## src/rtl/btn_press_decoder.sv

```systemverilog
// Classifies presses of a debounced button into short, double and long
// (with auto-repeat) events. All outputs are registered one-cycle pulses plus a held level.
module btn_press_decoder #(
  parameter bit ACTIVE_LOW    = 1'b1,
  parameter int LONG_CYCLES   = 1000000,
  parameter int REPEAT_CYCLES = 200000,
  parameter int DBL_CYCLES    = 500000
) (
  input  logic i_clk,
  input  logic i_rst,
  input  logic i_btn,
  output logic o_press,
  output logic o_short,
  output logic o_double,
  output logic o_long,
  output logic o_repeat,
  output logic o_held
);

  localparam int MAX_LR     = (LONG_CYCLES > REPEAT_CYCLES) ? LONG_CYCLES : REPEAT_CYCLES;
  localparam int MAX_CYCLES = (MAX_LR > DBL_CYCLES) ? MAX_LR : DBL_CYCLES;
  localparam int CTR_W      = $clog2(MAX_CYCLES);

  localparam logic [CTR_W-1:0] LONG_LAST = CTR_W'(LONG_CYCLES - 1);
  localparam logic [CTR_W-1:0] REP_LAST  = CTR_W'(REPEAT_CYCLES - 1);
  localparam logic [CTR_W-1:0] DBL_LAST  = CTR_W'(DBL_CYCLES - 1);
  localparam logic [CTR_W-1:0] CTR_ONE   = CTR_W'(1);

  typedef enum logic [2:0] {
    ST_IDLE,
    ST_PRESS1,
    ST_WAIT2,
    ST_PRESS2,
    ST_LONG
  } state_t;

  state_t           state_reg, state_next;
  logic [CTR_W-1:0] ctr_reg, ctr_next;
  logic             btn_reg;
  logic             btn_level;

  logic press_reg, short_reg, double_reg, long_reg, repeat_reg, held_reg;
  logic press_next, short_next, double_next, long_next, repeat_next, held_next;

  assign btn_level = ACTIVE_LOW ? ~i_btn : i_btn;

  // State register: FSM state, shared counter, sampled button and registered outputs
  always_ff @(posedge i_clk or posedge i_rst) begin
    if (i_rst) begin
      state_reg  <= ST_IDLE;
      ctr_reg    <= '0;
      btn_reg    <= 1'b0;
      press_reg  <= 1'b0;
      short_reg  <= 1'b0;
      double_reg <= 1'b0;
      long_reg   <= 1'b0;
      repeat_reg <= 1'b0;
      held_reg   <= 1'b0;
    end else begin
      state_reg  <= state_next;
      ctr_reg    <= ctr_next;
      btn_reg    <= btn_level;
      press_reg  <= press_next;
      short_reg  <= short_next;
      double_reg <= double_next;
      long_reg   <= long_next;
      repeat_reg <= repeat_next;
      held_reg   <= held_next;
    end
  end

  // Next-state logic; release/press checks take priority over counter thresholds
  always_comb begin
    state_next = state_reg;
    ctr_next   = ctr_reg;
    case (state_reg)
      ST_IDLE: begin
        if (btn_reg) state_next = ST_PRESS1;
      end
      ST_PRESS1: begin
        if (!btn_reg)                 state_next = ST_WAIT2;
        else if (ctr_reg == LONG_LAST) state_next = ST_LONG;
        else                          ctr_next   = ctr_reg + CTR_ONE;
      end
      ST_WAIT2: begin
        if (btn_reg)                  state_next = ST_PRESS2;
        else if (ctr_reg == DBL_LAST) state_next = ST_IDLE;
        else                          ctr_next   = ctr_reg + CTR_ONE;
      end
      ST_PRESS2: begin
        if (!btn_reg)                 state_next = ST_IDLE;
        else if (ctr_reg == LONG_LAST) state_next = ST_LONG;
        else                          ctr_next   = ctr_reg + CTR_ONE;
      end
      ST_LONG: begin
        if (!btn_reg)                 state_next = ST_IDLE;
        else if (ctr_reg == REP_LAST) ctr_next   = '0;
        else                          ctr_next   = ctr_reg + CTR_ONE;
      end
      default: state_next = ST_IDLE;
    endcase
    if (state_next != state_reg) ctr_next = '0;
  end

  // Output logic: pulse conditions mirror the transitions above
  always_comb begin
    press_next  = btn_reg && ((state_reg == ST_IDLE) || (state_reg == ST_WAIT2));
    short_next  = (state_reg == ST_WAIT2) && !btn_reg && (ctr_reg == DBL_LAST);
    double_next = (state_reg == ST_PRESS2) && !btn_reg;
    long_next   = ((state_reg == ST_PRESS1) || (state_reg == ST_PRESS2)) && btn_reg
                  && (ctr_reg == LONG_LAST);
    repeat_next = (state_reg == ST_LONG) && btn_reg && (ctr_reg == REP_LAST);
    held_next   = (state_next == ST_PRESS1) || (state_next == ST_PRESS2)
                  || (state_next == ST_LONG);
  end

  assign o_press  = press_reg;
  assign o_short  = short_reg;
  assign o_double = double_reg;
  assign o_long   = long_reg;
  assign o_repeat = repeat_reg;
  assign o_held   = held_reg;

endmodule
```

## config.mk

```make
export PLATFORM = sky130hd
export DESIGN_NAME = btn_press_decoder
export DESIGN_NICKNAME = d
export VERILOG_FILES = /design/src/rtl/btn_press_decoder.sv
export SDC_FILE = /design/constraint.sdc
export NUM_CORES = 1
export LEC_CHECK = 0
export ABC_AREA = 1
export CAP_MARGIN = 30
export CELL_PAD_IN_SITES_DETAIL_PLACEMENT = 0
export CELL_PAD_IN_SITES_GLOBAL_PLACEMENT = 1
export CORE_MARGIN = 4
export CORE_UTILIZATION = 44
export DETAILED_ROUTE_END_ITERATION = 6
export GPL_ROUTABILITY_DRIVEN = 0
export HOLD_SLACK_MARGIN = 0.02
export PLACE_DENSITY = 0.89
export RECOVER_POWER = 25
export REMOVE_ABC_BUFFERS = 1
export SKIP_CTS_REPAIR_TIMING = 1
export SLEW_MARGIN = 20
export SYNTH_ARGS = -nofsm -noshare
export SYNTH_HDL_FRONTEND = slang
export SYNTH_SLANG_ARGS = --single-unit
export TNS_END_PERCENT = 30
```

## constraint.sdc

```tcl
create_clock -name i_clk -period 1.9 [get_ports i_clk]
set_input_delay 0.285 -clock i_clk [delete_from_list [all_inputs] [get_ports i_clk]]
set_output_delay 0.285 -clock i_clk [all_outputs]
set_load 0.005 [all_outputs]
```

Word level (Yosys, flattened, before mapping)
Cells that the tools add are included.
Widths: inputs -> output; s select.

cells by class
  bitwise gates (word level) = 1
  equality and inequality tests = 16
  mux-type cells = 16
  reductions and logical operators = 17
  $add $sub $neg = 1

operators with widths
  kind                   number
  $mux 20                7
  $pmux 20 s3            1
  $mux 3                 7
  $add 20x1->20 const B  1
  $eq 20x18->1 const B   1
  $eq 20x19->1 const B   1
  $eq 20x20->1 const B   1
  $pmux 3 s5             1
  $eq 3x2->1 const B     3
  $ne 3x3->1 const B     3
  $logic_and 1x1->1      8
  $eq 3x1->1 const B     2
  $eq 3x3->1 const B     2
  $reduce_and 6->1       1
  $logic_or 1x1->1       4
  $reduce_bool 4->1      1
  $logic_not 3->1        1
  $ne 3x1->1 const B     1
  $ne 3x2->1 const B     1
  $ne 3x3->1             1
  $reduce_or 2->1        1
  $logic_not 1->1        1
  $not 1->1              1

storage, ports and cells
  word-level logic and storage cells = 60
  flip-flop bits (word level) = 30
  output and inout bits = 6
  input bits = 3

Depth between registers and ports, before layout
Gate-level depths: netlist (run 1).

  word-level depth = 7
  mapped depth = 13
  gate-level depth less buffers = 11

Worst setup path before layout (run 1)
Ideal clock, no wire load.

  path kind = reg2reg
  start = reg ctr_reg[0]
  end = reg ctr_reg[17]
  arrival = 1.518 ns
  slack = 0.260 ns
  cell stages (with the launch flop) = 10
  clock period less this slack = 1.640 ns
  path buffers = 1
  cell sequence = dfrtp_1 ha_1 nand3_2 nor2_1 nand4_1 nand3_1 nand3_1 nand2_1 buf_4 a21oi_1

on the way
  longest elaborated chain between the ends = 7
  elaborated cells on any way between the ends = 26
  those cells by class = add/sub (1); eq/ne (9); mux (14); reduce/logical (2)

ends and longest elaborated chain
  element                                                    line        text
  start: declaration                                         38          logic [CTR_W-1:0] ctr_reg, ctr_next;
  start signal: assignment                                   61          ctr_reg <= ctr_next;
  $eq 20x20->1 or $eq 20x19->1 (tied branches)               82, 92, 87
  $mux 3 (on tied branches)                                  82, 92, 87
  $mux 3 (on tied branches)                                  91, 81, 86
  $pmux 3 s5                                                 76          case (state_reg)
  $ne 3x3->1                                                 102         if (state_next != state_reg) ctr_next = '0;
  $ne 3x3->1 (no source line), or another cell as far along  -
  $reduce_and 6->1 (no source line)                          -

Parallel ways exist; a longest one is shown, timed or not. The select of a mux whose other input is x is not followed.
A chain may end at the register's enable or synchronous reset.

Worst setup path in the final report (run 1)
  start = reg ctr_reg[15]
  end = reg ctr_reg[16]

The elaborated chain is that of the path after synthesis.

==> key figures, run 1 <==
Critical path
  • Element type at the critical path start: flop
  • Peak fanout along the critical path: 9
  • Data required time at the worst endpoint: 2.07 ns
  • R2r setup slk: 0.12 ns
  • Worst path arrival time: 1.95 ns
  • Longest individual stage delay on the worst path: 0.47 ns
  • Startpoint-to-endpoint class of the critical path: flop to flop
  • Critical path, cell by cell: inv_1 > nand2_1 > nor2_1 > nand3_1 > nor2_1 > nand2_1 > a21oi_1 > nor2_1 > nand2_1 > buf_4 > nor2_1
  • Element type at the critical path end: flop
  • Cell type of the slowest stage on the worst timing path: sky130_fd_sc_hd__dfrtp_1
  • Cell repeated most along the worst path: sky130_fd_sc_hd__nor2_1

Global routing
  • Via count of the first global-routing pass: between 1500 and 2000
  • First-pass GRT wire length: 8880 um
  • Total track usage: 18.4%
  • Antenna violations before repair: 0
  • Largest net degree at the start of global routing: 31
  • Overall overflow remaining after global route: 0

Layout
  • Antenna Diode Count: 0
  • Number of nets in the finished design: approximately 330
  • Max FFs per register: 20
  • Final core area utilization: around 54%
  • Leading cell types in the layout, fill and taps excluded: sky130_fd_sc_hd__nand2_1 (79), sky130_fd_sc_hd__nor2_1 (42), sky130_fd_sc_hd__inv_1 (32), sky130_fd_sc_hd__nand3_1 (29), sky130_fd_sc_hd__dfrtp_1 (29)
  • Filler cell count: between 400 and 500
  • Most common cell after layout, fill and taps aside: sky130_fd_sc_hd__nand2_1
  • Fraction of layout cells with a size suffix above 1: 20.1%
  • Signed area change from the synthesized netlist to the final layout: 15.0%

Synthesis
  • Top cell type by total area after synthesis: sky130_fd_sc_hd__dfrtp_1
  • Synth Warn #: 0
  • Number of different library cells in the post-synthesis netlist: 31
  • Avg Inst Size Synth: 7.02 um^2
  • Primary FF master, synth: sky130_fd_sc_hd__dfrtp_1
  • Number of enable flip-flop cells after synthesis: 0
  • Async set-or-reset flop fraction in the synthesized netlist: 100%
  • Synthesized instance count: 302
  • Share of the synthesized area in the top cell type: 35.4%
  • Biggest area contributors in the synthesized netlist: sky130_fd_sc_hd__dfrtp_1 (35%), sky130_fd_sc_hd__nand2_1 (14%), sky130_fd_sc_hd__nor2_1 (7.6%), sky130_fd_sc_hd__nand3_1 (7.1%), sky130_fd_sc_hd__inv_1 (5.7%)
  • Flops & latches, synth: 30
  • Sequential area share after synthesis: 35.4%
  • Syn Std Cell Area: about 2100 um^2

Floorplan
  • Die area: 5990 um^2
  • Die height: 77.4 um
  • Starting Density: 47.1%
  • Core outline area: between 4000 and 5000 um^2
  • Std-Cell Rows: 24
  • DIE WIDTH: 77.4 um
  • I/O pin total: 9

Timing
  • Worst-case hold slack: 0.573 ns
  • Final worst clock skew: 0.0110 ns
  • Final Hold Viols: 0
  • Fmax: 0.562 GHz
  • Worst path setup slack after routing: 0.121 ns
  • Worst rel slew slack: 49.7%
  • Number of endpoints failing setup at the final stage: 0
  • Setup TNS Final: 0 ns
  • Number of pins with negative max-slew slack in the final report: 0
  • Period minus WS final: 1.78 ns
  • Final worst path period share: 93.7%
  • Unrepaired setup endpoints after global routing: true
  • Slew at the pin closest to its max-slew limit: 0.755 ns

Clocking
  • H-tree depth: 2
  • Clock input transition at the sequential cells of the worst setup and hold paths: 0.06 ns
  • Clock insertion delay at the later pin of the skew report: approximately 0.29 ns
  • TritonCTS buffer count: 5
  • Clock root buffer: sky130_fd_sc_hd__clkbuf_8
  • Clock tree from TritonCTS: built
  • Clk sinks: 30
  • Number of buffers on the longest clock path: 2

Power
  • Static leakage power: 1.08 nW
  • Internal portion of total power: about 0.00096 W
  • Maximum vdd ir drop: roughly 0.30 mV
  • Power Dens Cells: 545 nW/um^2
  • Sequential share of power: between 50% and 60%
  • Psw: around 0.00037 W
  • Sw Share: 28.1%
  • Relative contribution of combinational cells to total power: between 10% and 20%
  • Total power after layout: 0.00133 W
  • Clock share of power: 36.7%

Outcome
  • Run status: complete, no violations

Place
  • DP Worst Slack: 0.124 ns
  • Estimated wirelength of the detail-placed design: ~4000 um
  • Number of buffers added on ports: 8

Routing
  • DR DRC count: 0
  • Pre-antenna DRT Iters: 4
  • Violation count after the first detailed-routing iteration: 166
  • Total via count after detailed routing: around 2000
  • Post-detailed-route count of antenna-violating nets: 0
  • Routed len/inst: 13.7 um
  • Per-cell via count in the routed design: 5.21
  • Post-Route WL: 5190 um

Run
  • Reported max-cap violation count: 0

Min path
  • Worst hold-check path type: flop to flop
[metrics by stage]
stage                     cells  cell area [um^2]
final                       380              2440
after global routing        380              2440
after CTS                   379              2420
after detailed placement    372              2340
after global placement      372              2340
after floorplan             295              2050
[cell usage after synthesis (2+ instances only)]
library cell,number
sky130_fd_sc_hd__nand2_1,79
sky130_fd_sc_hd__nor2_1,43
sky130_fd_sc_hd__inv_1,32
sky130_fd_sc_hd__dfrtp_1,30
sky130_fd_sc_hd__nand3_1,30
sky130_fd_sc_hd__a21oi_1,15
sky130_fd_sc_hd__a21oi_2,10
sky130_fd_sc_hd__nor2_2,10
sky130_fd_sc_hd__xor2_1,7
sky130_fd_sc_hd__nand2_2,5
sky130_fd_sc_hd__nand4_1,5
sky130_fd_sc_hd__nand3_2,4
sky130_fd_sc_hd__nor4_1,4
sky130_fd_sc_hd__buf_6,3
sky130_fd_sc_hd__inv_2,3
sky130_fd_sc_hd__nor3_1,3
sky130_fd_sc_hd__o21ai_0,3
sky130_fd_sc_hd__buf_4,2
sky130_fd_sc_hd__nor2_4,2
[final timing paths]
kind / endpoint / cells past startpoint / start
setup reg to reg: ctr_reg[16] / 11 / ctr_reg[15]
hold reg to reg: ctr_reg[1] / 2 / ctr_reg[1]
setup / recovery: ctr_reg[16] / 11 / ctr_reg[15]
min in group asynchronous: o_long / 3 / i_rst
max in group asynchronous: ctr_reg[9] / 3 / i_rst
hold / removal: ctr_reg[1] / 2 / ctr_reg[1]
[per-layer routing]
layer  GRT usage (%)  part of all wire, %  up-vias
li1                -                    -     1019
met1            25.2                   49      912
met2            29.4                   46       39
met3            3.13                  3.7        8
met4            6.58                  1.5        0
met5               0                    0        -
[area by class of cell]
cell class,count,area (um^2),share of cell area [%]
Sequential cell,30,752,30.8
Timing Repair Buffer,26,229,9.39
Multi-Input combinational cell,230,1180,48.5
Clock inverter,2,10.0,0.410
Inverter,35,131,5.39
Tap cell,52,65.1,2.67
Clock buffer,5,68.8,2.82
[logic make-up after synthesis]
logic type | after synthesis | synth area share [%]
xor+xnor | 7 | 2.89
buf+inv | 42 | 9.44
simple gates | 191 | 42.4
compound gates | 31 | 9.26
flops | 30 | 35.4
fa+ha+maj | 1 | 0.590
[worst max-delay path: cells and delay by family (launching register included)]
| kind | cells | cell delay (ns) |
|---|---|---|
| AO/OA/AOI/OAI | 1 | 0.13 |
| buffers and inverters | 2 | 0.37 |
| AND/OR/NAND/NOR | 8 | 0.69 |
| flip-flops | 1 | 0.47 |
[power groups by stage]
stage | Sequential, W | Clock, W | Combinational, W
floorplan | 0.000676 | 0 | 0.000104
global placement | 0.000677 | 0 | 0.000175
detailed placement | 0.000678 | 0 | 0.000176
CTS | 0.000666 | 0.000497 | 0.000176
global route | 0.000668 | 0.000521 | 0.000196
finish | 0.000666 | 0.000488 | 0.000176
(Power assumes the default switching activity.)
==> inputs of run 2 (changes only) <==
CORE_UTILIZATION = 46   (was 44)
DONT_BUFFER_PORTS = 1   (was not set)
==> key figures, run 2 (synthesized netlist as in run 1, its figures left out) <==
Outcome
  • Run status: complete, no violations

Timing
  • Fmax: 0.561 GHz
  • Worst path setup slack after routing: 0.118 ns
  • Final worst path period share: a little over nine tenths
  • Setup TNS Final: 0 ns
  • Period minus WS final: ~1.8 ns
  • Number of endpoints failing setup at the final stage: 0
  • Slew at the pin closest to its max-slew limit: about 0.76 ns
  • Final Hold Viols: 0
  • Final worst clock skew: 0.00866 ns
  • Number of pins with negative max-slew slack in the final report: 0
  • Worst rel slew slack: 49.3%

Layout
  • Area of the multi-input gates: roughly 1200 um^2
  • Antenna Diode Count: 0
  • Most common cell after layout, fill and taps aside: sky130_fd_sc_hd__nand2_1
  • Reg area: 752 um^2
  • Filler cell count: 422
  • Leading cell types in the layout, fill and taps excluded: sky130_fd_sc_hd__nand2_1 (78), sky130_fd_sc_hd__nor2_1 (41), sky130_fd_sc_hd__inv_1 (32), sky130_fd_sc_hd__nand3_1 (29), sky130_fd_sc_hd__dfrtp_1 (29)
  • Post-route cell area: 2380 um^2
  • Fraction of layout cells with a size suffix above 1: 20.5%
  • Number of nets in the finished design: 320
  • Signed area change from the synthesized netlist to the final layout: 12.0%
  • Final std cells w/o fill: about 370
  • Max FFs per register: 20

Critical path
  • Data required time at the worst endpoint: just over 2 ns
  • Startpoint of the worst register-to-register path: ctr_reg[15]
  • Origin of the worst setup path: ctr_reg[15]
  • Element type at the critical path start: flop
  • Capture point of the worst reg-to-reg path: ctr_reg[17]
  • Startpoint-to-endpoint class of the critical path: flop to flop
  • Number of cell instances on the worst register-to-register path: 11
  • Element type at the critical path end: flop
  • Capturing instance or port of the critical path: ctr_reg[17]
  • Worst path arrival time: between 1.5 and 2 ns
  • Peak fanout along the critical path: 9
  • R2r setup slk: 0.12 ns

Run
  • Reported max-cap violation count: 0

Floorplan
  • DIE WIDTH: 75.9 um
  • Die height: 75.9 um
  • I/O pin total: 9
  • Die area: 5760 um^2
  • Starting Density: 48.0%
  • Std-Cell Rows: 24
  • Core outline area: 4410 um^2

Place
  • Estimated wirelength of the detail-placed design: 3710 um
  • DP Worst Slack: 0.0465 ns
  • DP Cell Count: 359
  • Number of buffers added on ports: 0
  • Placed cell area: between 2000 and 2500 um^2

Clocking
  • Clock insertion delay at the later pin of the skew report: 0.28 ns
  • Number of buffers on the longest clock path: 2
  • Clock input transition at the sequential cells of the worst setup and hold paths: 0.07 ns
  • Clock root buffer: sky130_fd_sc_hd__clkbuf_8
  • Clk sinks: 30
  • Clock tree from TritonCTS: built
  • H-tree depth: 2
  • TritonCTS buffer count: 5

Power
  • Power Dens Cells: 583 nW/um^2
  • Maximum vdd ir drop: 0.307 mV
  • Static leakage power: 1.04 nW

Global routing
  • Overall overflow remaining after global route: 0
  • Via count of the first global-routing pass: 1790
  • First-pass GRT wire length: 8560 um
  • Total track usage: between 10% and 20%
  • Antenna violations before repair: 0
  • Largest net degree at the start of global routing: 31

Routing
  • DR DRC count: 0
  • Post-detailed-route count of antenna-violating nets: 0
  • Post-Route WL: 5100 um
  • Total via count after detailed routing: 1949
  • Routed len/inst: 13.8 um
  • Per-cell via count in the routed design: 5.28
  • Pre-antenna DRT Iters: 4
  • Violation count after the first detailed-routing iteration: around 160

Min path
  • Worst hold-check path type: primary input to flop
==> run 2: where the power goes <==
part	internal, W	total (W)	switching, W
sequential	0.000653	0.000668	0.0000158
combinational	0.0000596	0.000178	0.000119
clock	0.000292	0.000538	0.000246
==> run 2: per-layer routing <==
layer  GRT usage (%)  vias up  share of wire (%)
met3            3.55        6                5.1
met2            28.1       45                 46
met5               0        -                  0
li1                -      998                  -
met4            4.45        0                1.0
met1            25.4      900                 48
==> run 2: through the flow <==
stage | util [%] | hold WS (ns) | power [W]
2_1_floorplan | - | 0.344 | 0.000780
3_3_place_gp | 50.3 | 0.277 | 0.000842
3_5_place_dp | 50.3 | 0.280 | 0.000843
4_1_cts | 52.4 | -0.0157 | 0.00138
5_1_grt | 53.8 | 0.0388 | 0.00146
6_report | 53.8 | 0.0504 | 0.00138
==> run 2: worst max-delay path, stage by stage (launching register included) <==
cell                      delay [ns]
sky130_fd_sc_hd__dfrtp_1        0.45
sky130_fd_sc_hd__inv_1          0.16
sky130_fd_sc_hd__nand2_1        0.06
sky130_fd_sc_hd__nor2_1         0.09
sky130_fd_sc_hd__nand3_1        0.07
sky130_fd_sc_hd__nor2_1         0.20
sky130_fd_sc_hd__nand2_1        0.11
sky130_fd_sc_hd__a21oi_1        0.14
sky130_fd_sc_hd__nor2_1         0.07
sky130_fd_sc_hd__nand2_2        0.11
sky130_fd_sc_hd__buf_6          0.16
sky130_fd_sc_hd__a21oi_1        0.05
==> run 2: cell type report <==
type,instances,share of cell area [%]
Sequential cell,30,31.6
Clock buffer,7,3.63
Clock inverter,1,0.211
Tap cell,52,2.74
Multi-Input combinational cell,230,51.0
Timing Repair Buffer,14,5.27
Inverter,35,5.53
==> run 2: worst min path at each step <==
| stage | from | end | slack, ns | cells after the start |
|---|---|---|---|---|
| after global routing | i_btn | btn_reg | 0.04 | 1 |
| after global placement | i_rst | ctr_reg[2] | 0.28 | 2 |
| after floorplan | i_btn | btn_reg | 0.34 | 1 |
| after CTS | i_rst | ctr_reg[10] | -0.02 | 2 |
| after detailed placement | i_rst | ctr_reg[2] | 0.28 | 2 |
| final | i_btn | btn_reg | 0.05 | 1 |
